$ cat src/rtl/chorus_mem_sched.sv
// chorus_mem_sched
// Drives a shared 1024x16 delay RAM for a three-voice chorus. On each rising
// edge of VALID (a frame start), the block runs a fixed six-state frame:
//   1. Write the incoming sample at wr_ptr.
//   2. Read the RAM at wr_ptr minus each voice's delay.
//   3. Present the three delayed samples with a one-cycle voice_vld pulse.
//
// Ports:
//   clk, rst_n             clock (rising edge), synchronous active-low reset
//   VALID                  level sample strobe; only its rising edge counts
//   wr_data                sample to store for this frame
//   delay_1..3             per-voice delay in samples (0..1023)
//   mem_addr/we/wdata      RAM address, write enable and write data
//   mem_rdata              RAM read data, one cycle after mem_addr
//   voice_1..3             delayed samples; they hold between voice_vld pulses
//   voice_vld              one-cycle pulse when the voices are updated
//   busy                   a frame is in progress
//   primed                 the whole buffer has been written at least once
//   overrun                sticky; a frame start arrived while busy
module chorus_mem_sched (
  input  logic        clk,
  input  logic        rst_n,
  input  logic        VALID,
  input  logic [15:0] wr_data,
  input  logic [9:0]  delay_1,
  input  logic [9:0]  delay_2,
  input  logic [9:0]  delay_3,
  output logic [9:0]  mem_addr,
  output logic        mem_we,
  output logic [15:0] mem_wdata,
  input  logic [15:0] mem_rdata,
  output logic [15:0] voice_1,
  output logic [15:0] voice_2,
  output logic [15:0] voice_3,
  output logic        voice_vld,
  output logic        busy,
  output logic        primed,
  output logic        overrun
);

  typedef enum logic [2:0] {
    IDLE,
    WR,
    RD1,
    RD2,
    RD3,
    CAP
  } state_t;

  state_t      state;
  logic        valid_q;
  logic [9:0]  wr_ptr;
  logic [9:0]  d1_q;
  logic [9:0]  d2_q;
  logic [9:0]  d3_q;
  logic        frame_start;
  logic [15:0] cap_data;

  assign frame_start = VALID & ~valid_q;
  // Until the buffer has been filled once, reads return stale contents,
  // so the captured voices are silenced.
  assign cap_data    = primed ? mem_rdata : '0;

  // The outputs are registered. Each transition loads the values that belong
  // to the state being entered, so the RAM controls line up with the current
  // state without any output decode. The sample is held in mem_wdata from the
  // frame start onward; that register doubles as the latched copy of wr_data.
  always_ff @(posedge clk) begin
    if (!rst_n) begin
      state     <= IDLE;
      valid_q   <= 1'b0;
      wr_ptr    <= '0;
      d1_q      <= '0;
      d2_q      <= '0;
      d3_q      <= '0;
      mem_addr  <= '0;
      mem_we    <= 1'b0;
      mem_wdata <= '0;
      voice_1   <= '0;
      voice_2   <= '0;
      voice_3   <= '0;
      voice_vld <= 1'b0;
      busy      <= 1'b0;
      primed    <= 1'b0;
      overrun   <= 1'b0;
    end else begin
      valid_q   <= VALID;
      voice_vld <= 1'b0;

      if (frame_start && state != IDLE)
        overrun <= 1'b1;

      case (state)
        IDLE: begin
          if (frame_start) begin
            state     <= WR;
            busy      <= 1'b1;
            mem_we    <= 1'b1;
            mem_addr  <= wr_ptr;
            mem_wdata <= wr_data;
            d1_q      <= delay_1;
            d2_q      <= delay_2;
            d3_q      <= delay_3;
          end
        end
        WR: begin
          state    <= RD1;
          mem_we   <= 1'b0;
          mem_addr <= wr_ptr - d1_q;
        end
        RD1: begin
          state    <= RD2;
          mem_addr <= wr_ptr - d2_q;
        end
        RD2: begin
          state    <= RD3;
          mem_addr <= wr_ptr - d3_q;
          voice_1  <= cap_data;
        end
        RD3: begin
          state    <= CAP;
          mem_addr <= wr_ptr;
          voice_2  <= cap_data;
        end
        CAP: begin
          state     <= IDLE;
          busy      <= 1'b0;
          voice_3   <= cap_data;
          voice_vld <= 1'b1;
          wr_ptr    <= wr_ptr + 10'd1;
          mem_addr  <= wr_ptr + 10'd1;
          if (wr_ptr == '1)
            primed <= 1'b1;
        end
        default: begin
          state  <= IDLE;
          busy   <= 1'b0;
          mem_we <= 1'b0;
        end
      endcase
    end
  end

endmodule

$ cat config.mk
export PLATFORM = sky130hd
export DESIGN_NAME = chorus_mem_sched
export DESIGN_NICKNAME = d
export VERILOG_FILES = /design/src/rtl/chorus_mem_sched.sv
export SDC_FILE = /design/constraint.sdc
export NUM_CORES = 1
export LEC_CHECK = 0
export ABC_CLOCK_PERIOD_IN_PS = 2300
export CAP_MARGIN = 20
export CORE_ASPECT_RATIO = 1.5
export CORE_MARGIN = 2
export CORE_UTILIZATION = 40
export DETAILED_ROUTE_END_ITERATION = 10
export DONT_BUFFER_PORTS = 1
export PLACE_DENSITY = 0.56
export SYNTH_ARGS = -nofsm -noshare
export SYNTH_HDL_FRONTEND = slang
export SYNTH_SLANG_ARGS = --single-unit
$ cat constraint.sdc
create_clock -name clk -period 2.3 [get_ports clk]
set_input_delay 0.46 -clock clk [delete_from_list [all_inputs] [get_ports clk]]
set_output_delay 0.46 -clock clk [all_outputs]
set_load 0.02 [all_outputs]
; ---- After elaboration in Yosys (flattened, before gate mapping)
; Index checks and enable logic that the tools add are counted.
[totals]
ff_bits = 123
latchBits = 0
mem_bits_rw = 0
rom_bits = 0
inputBits = 65
output_inout_bits = 79
elab_cells = 51
memories = 0
[op_classes]
add_sub_neg = 4
n_mul = 0
div = 0
magnitude_cmp = 0
n_eq_ne = 7
n_shift = 0
mux = 9
bitwise_logic = 4
reduce_logical = 11
[op_table]
columns = op, count
row1 = $pmux W10 S6, 1
row2 = $sub A10 B10 Y10, 3
row3 = $mux W16, 1
row4 = $pmux W3 S5, 1
row5 = $add A10 B1 Y10 const B, 1
row6 = $eq A10 B10 Y1 const B, 1
row7 = $mux W10, 1
row8 = $reduce_and A2 Y1, 5
row9 = $reduce_or A4 Y1, 2
row10 = $eq A3 B2 Y1 const B, 2
row11 = $eq A3 B3 Y1 const B, 2
row12 = $reduce_bool A6 Y1, 1
row13 = $pmux W1 S2, 2
row14 = $eq A3 B1 Y1 const B, 1
row15 = $logic_not A3 Y1, 1
row16 = $mux W3, 1
row17 = $not A1 Y1, 3
row18 = $reduce_bool A3 Y1, 1
row19 = $mux W1, 2
row20 = $ne A2 B2 Y1 const B, 1
row21 = $and A1 B1 Y1, 1
row22 = $logic_and A1 B1 Y1, 1

; ---- Logic depth before layout (Yosys ltp)
[logic_depth]
word_depth = 4
mapped_depth = 13
depth_no_buf = 11

; ---- Least setup slack after synthesis
; No wires, ideal clock.
[synth_timing]
path_type = register -> register
from = register state[0]
to = register mem_addr[6]
setup_ps = 62
t_arrival_ps = 2449
t_required_ps = 2238
slack_ps = -211
stages_incl_launch_ff = 12
n_path_buf = 2
period_less_slack_ps = 2511
path_cell_list = dfxtp_1 > buf_2 > buf_2 > mux2i_1 > nor2_1 > a21oi_1 > ha_1 > nor2b_1 > o31a_1 > o21a_1 > or3_1 > nand3_1
[synth_between]
elab_chain_cells = 3
elab_cells_between_ends = 10
classes_between = 6 x eq/ne / 1 x mux / 3 x reduce/logical
[synth_rtl]
columns = element, line_no
row1 = from (decl), 50  ; state_t state;
row2 = from (signal assigned), 70  ; state <= IDLE;
row3 = from (signal assigned), 96  ; state <= WR;
row4 = from (signal assigned), 107  ; state <= RD1;
row5 = $eq A3 B3 Y1 (tied with other cells), 93  ; case (state)
row6 = $reduce_bool A6 Y1 (no source line) or $ne A2 B2 Y1 (tied branches), -
row7 = $reduce_and A2 Y1 (no source line), -
row8 = to (signal assigned), 99  ; mem_addr <= wr_ptr;
row9 = to (signal assigned), 109  ; mem_addr <= wr_ptr - d1_q;
row10 = to (signal assigned), 113  ; mem_addr <= wr_ptr - d2_q;
row11 = to (decl), 28  ; output logic [9:0] mem_addr,
; Several ways; a longest one is shown, not always the timed one.
; A chain may end at the register's enable or synchronous reset.

; ---- Worst setup path in the final report
[layout_timing]
from = register state[0]
to = register state[2]
[layout_between]
elab_chain_cells = 2
elab_cells_between_ends = 7
classes_between = 5 x eq/ne / 1 x mux / 1 x reduce/logical
[layout_rtl]
columns = element, line_no
row1 = $eq A3 B3 Y1 (tied with other cells), 93
row2 = $pmux W3 S5 or $ne A2 B2 Y1 (tied branches), -
; Several ways; a longest one is shown, not always the timed one.

==> key figures <==
Synthesis
  – Area of the mapped netlist: 5704 um2
  – Average instance area after synthesis: 8.172 um2
  – Most used flip-flop cell after synthesis: sky130_fd_sc_hd__dfxtp_1
  – Register bit total from synthesis: 123
  – Post-Syn Instances: 698
  – YS warnings: 0
  – Number of enable-type register cells in the synthesized netlist: 0
  – Share of synthesized area occupied by flip-flops and latches: 43.17%
  – Share of synthesized registers carrying an async set or reset: 0%
  – Post-synthesis net count: 774
  – Yosys cell types: 57

Power and ir drop
  – Part of the total power dissipated in combinational logic: 12.4%
  – Static leakage power: 2.357 nW
  – Worst vdd ir: 0.4560 mV
  – Clock group share of total power: 46.7%
  – Post-route total power: 5.889 mW
  – Cell-internal power: 4.306 mW
  – Power density over the cells: 879.8 nW/um2
  – Net switching power of the design: 1.583 mW
  – Sequential group share of total power: 40.9%
  – Net switching fraction of the power: 26.88%

Detailed routing
  – Overall routed net length: 15.39 mm
  – Detailed router's first-iteration violation count: 303
  – Detail-routed via count per cell: 5.346
  – Total number of vias: 4865
  – Routed length per placed instance: 16.91 um
  – Remaining routing DRC violations: 0
  – Remaining antenna violation count: 0
  – Iteration count of the initial detailed-routing pass: 5

Min path
  – Worst hold path type: input port to flop
  – Worst hold path cell count: 1

Clock tree
  – Clock tree sinks: 123
  – TritonCTS Buffers: 17
  – CTS tree: done
  – Clock-pin transition on the worst setup and hold timing paths: 0.06 ns
  – Clock insertion delay at the later pin of the skew report: 0.41 ns
  – Clock root buffer: sky130_fd_sc_hd__clkbuf_16
  – Hold Buf Count CTS: 0
  – H-tree depth reported by CTS: 4
  – Max Root-Sink Buffers: 2

Floorplan
  – Number of standard-cell rows in the floorplan: 53
  – Die area: 15250 um2
  – Die boundary width: 101.5 um
  – Core ar.: 13990 um2
  – DIE HEIGHT: 150.3 um
  – Number of top-level pins: 144
  – Initial Utilization: 40.77%

STA
  – Fin. Hold Viols: 0
  – Total negative slack: 0 ns
  – Minimum clock period: 2.206 ns
  – Pins over their slew limit: 0
  – Fmax achieved: 453.3 MHz
  – Fraction of the cycle the final worst path needs: 95.92%
  – Minimum hold slack: 0.1719 ns
  – Clock skew after layout: 0.01088 ns
  – Number of endpoints failing setup at the final stage: 0
  – Tightest slew margin relative to the limit: 55.26%
  – Slew at the pin closest to its max-slew limit: 0.6695 ns

Cells and area
  – Post-Route Utilization: 47.84%
  – Fraction of final layout cells with drive strength greater than 1: 13.23%
  – Most common cell after layout, fill and taps aside: sky130_fd_sc_hd__nand2_1
  – Count of non-filler cells in the finished layout: 910
  – Commonest cells after routing, fill and taps aside: 170 x sky130_fd_sc_hd__nand2_1, 119 x sky130_fd_sc_hd__dfxtp_1, 87 x sky130_fd_sc_hd__a21boi_0
  – # diodes: 0
  – Area growth from synthesis to final layout: 17.35%
  – Final net count: 782

Job
  – Max capacitance violation total: 0

Placed design
  – Cell Count Post-Placement: 876
  – Input/output buffers: 0
  – Placer Congestion: 0.9030
  – Detailed-placement wirelength estimate: 11.14 mm

Global route
  – Via count of the first global-routing pass: 4731
  – Initial antenna violation count: 0
  – First-pass GRT wire length: 23.94 mm
  – Maximum number of pins on one net before global-route repair: 127
  – Congestion Overflow GR: 0
  – Total routing resource utilization after global routing: 20.21%

Worst setup path
  – Worst Path Class, Setup: flop to flop
  – Worst Setup Start Kind: flop
  – Sort of element at the end of the critical path: flop
  – Reg2Reg Depth: 6
  – Arrival @ worst endpoint: 2.50 ns
  – Data required time of the worst path: 2.59 ns
  – Largest fanout of any net on the critical path: 17

Run status
  – Run status: complete, no violations
## Yosys cell counts, drive strengths merged, types with 3 or more instances
cell type / n / area [um2]
dfxtp: 123 / 2462
and2: 11 / 68.82
buf: 24 / 122.6
o31ai: 4 / 43.79
nor2: 19 / 81.33
a21boi: 101 / 758.2
xnor2: 5 / 43.79
ha: 10 / 125.1
xor2: 6 / 52.55
nand2: 171 / 641.9
clkbuf: 27 / 102.6
nand3: 55 / 280.3
nand4: 3 / 18.77
nor2b: 5 / 31.28
nor4: 3 / 25.02
o21a: 6 / 45.04
mux2i: 10 / 100.1
a21oi: 29 / 148.9
and3: 3 / 18.77
o21ai: 28 / 140.1
inv: 10 / 37.53
o41ai: 3 / 26.28
a31oi: 5 / 31.28
nor3: 5 / 25.02
o31a: 3 / 26.28
## layout make-up
| cell class | count | area, um2 |
|---|---|---|
| Multi-Input combinational cell | 514 | 3032 |
| Clock inverter | 12 | 162.7 |
| Fill cell | 1380 | 7298 |
| Inverter | 10 | 40.04 |
| Tap cell | 192 | 240.2 |
| Clock buffer | 19 | 442.9 |
| Sequential cell | 123 | 2472 |
| Timing Repair Buffer | 40 | 304.0 |
## timing repair
| item | in CTS | in global routing |
|---|---|---|
| setup endpoints to repair | 0 | 7 |
| setup buffers | 0 | 3 |
| gates resized for setup | 0 | 19 |
## cell families after synthesis
logic type | count (synthesis) | synth area share [%]
xor+xnor | 11 | 1.689
flops | 123 | 43.17
buf+inv | 61 | 4.606
simple gates | 290 | 22.94
mux | 11 | 1.952
fa+ha+maj | 11 | 2.544
compound gates | 191 | 23.10
## critical path: stages (launching register included)
cell                       delay, ns
sky130_fd_sc_hd__dfxtp_4        0.37
sky130_fd_sc_hd__buf_6          0.14
sky130_fd_sc_hd__buf_4          0.19
sky130_fd_sc_hd__nor2_1         0.34
sky130_fd_sc_hd__buf_4          0.21
sky130_fd_sc_hd__nand2_1        0.40
sky130_fd_sc_hd__a21boi_0       0.43
## path summary, 6_finish.rpt
check,end,from,slack (ns)
max,state[2]$_SDFFE_PN0P_,state[0]$_SDFFE_PN0P_,0.09
min,valid_q$_SDFF_PN0_,VALID,0.17
max reg2reg,state[2]$_SDFFE_PN0P_,state[0]$_SDFFE_PN0P_,0.09
min reg2reg,d1_q[8]$_SDFFE_PN0P_,d1_q[8]$_SDFFE_PN0P_,0.46
## flip-flops by register name, indices dropped and copies added, names as in the netlist
signal and cells:
overrun 1, d2_q 10, mem_wdata 16, voice_3 16, primed 1, busy 1, d1_q 10, valid_q 1
state 3, mem_addr 10, d3_q 10, voice_2 16, voice_1 16, wr_ptr 10, mem_we 1, voice_vld 1
## power groups by stage
stage          Clock, mW  Combinational [mW]  Sequential (mW)
6_report            2.75               0.731             2.41
5_1_grt             2.92               0.816             2.42
4_1_cts             2.81               0.707             2.41
3_5_place_dp           0               0.703             2.46
3_3_place_gp           0               0.688             2.46
2_1_floorplan          0               0.552             2.41
## stage by stage
stage	worst slack [ns]	cell area (um2)
after floorplan	0.002052	5743
after global placement	0.09603	6020
after global routing	-0.002427	6694
after detailed placement	0.04177	6020
final	0.09392	6694
after CTS	0.02605	6625
## metal layers
metal  GRT usage (%)  wire length, um  vias up
li1                -                -     2424
met1           22.14             6040     2272
met2           35.33             7985      144
met3           5.896              926       25
met4           9.392              431        0
met5               0                0        -
Power figures use the tool's default switching activity.
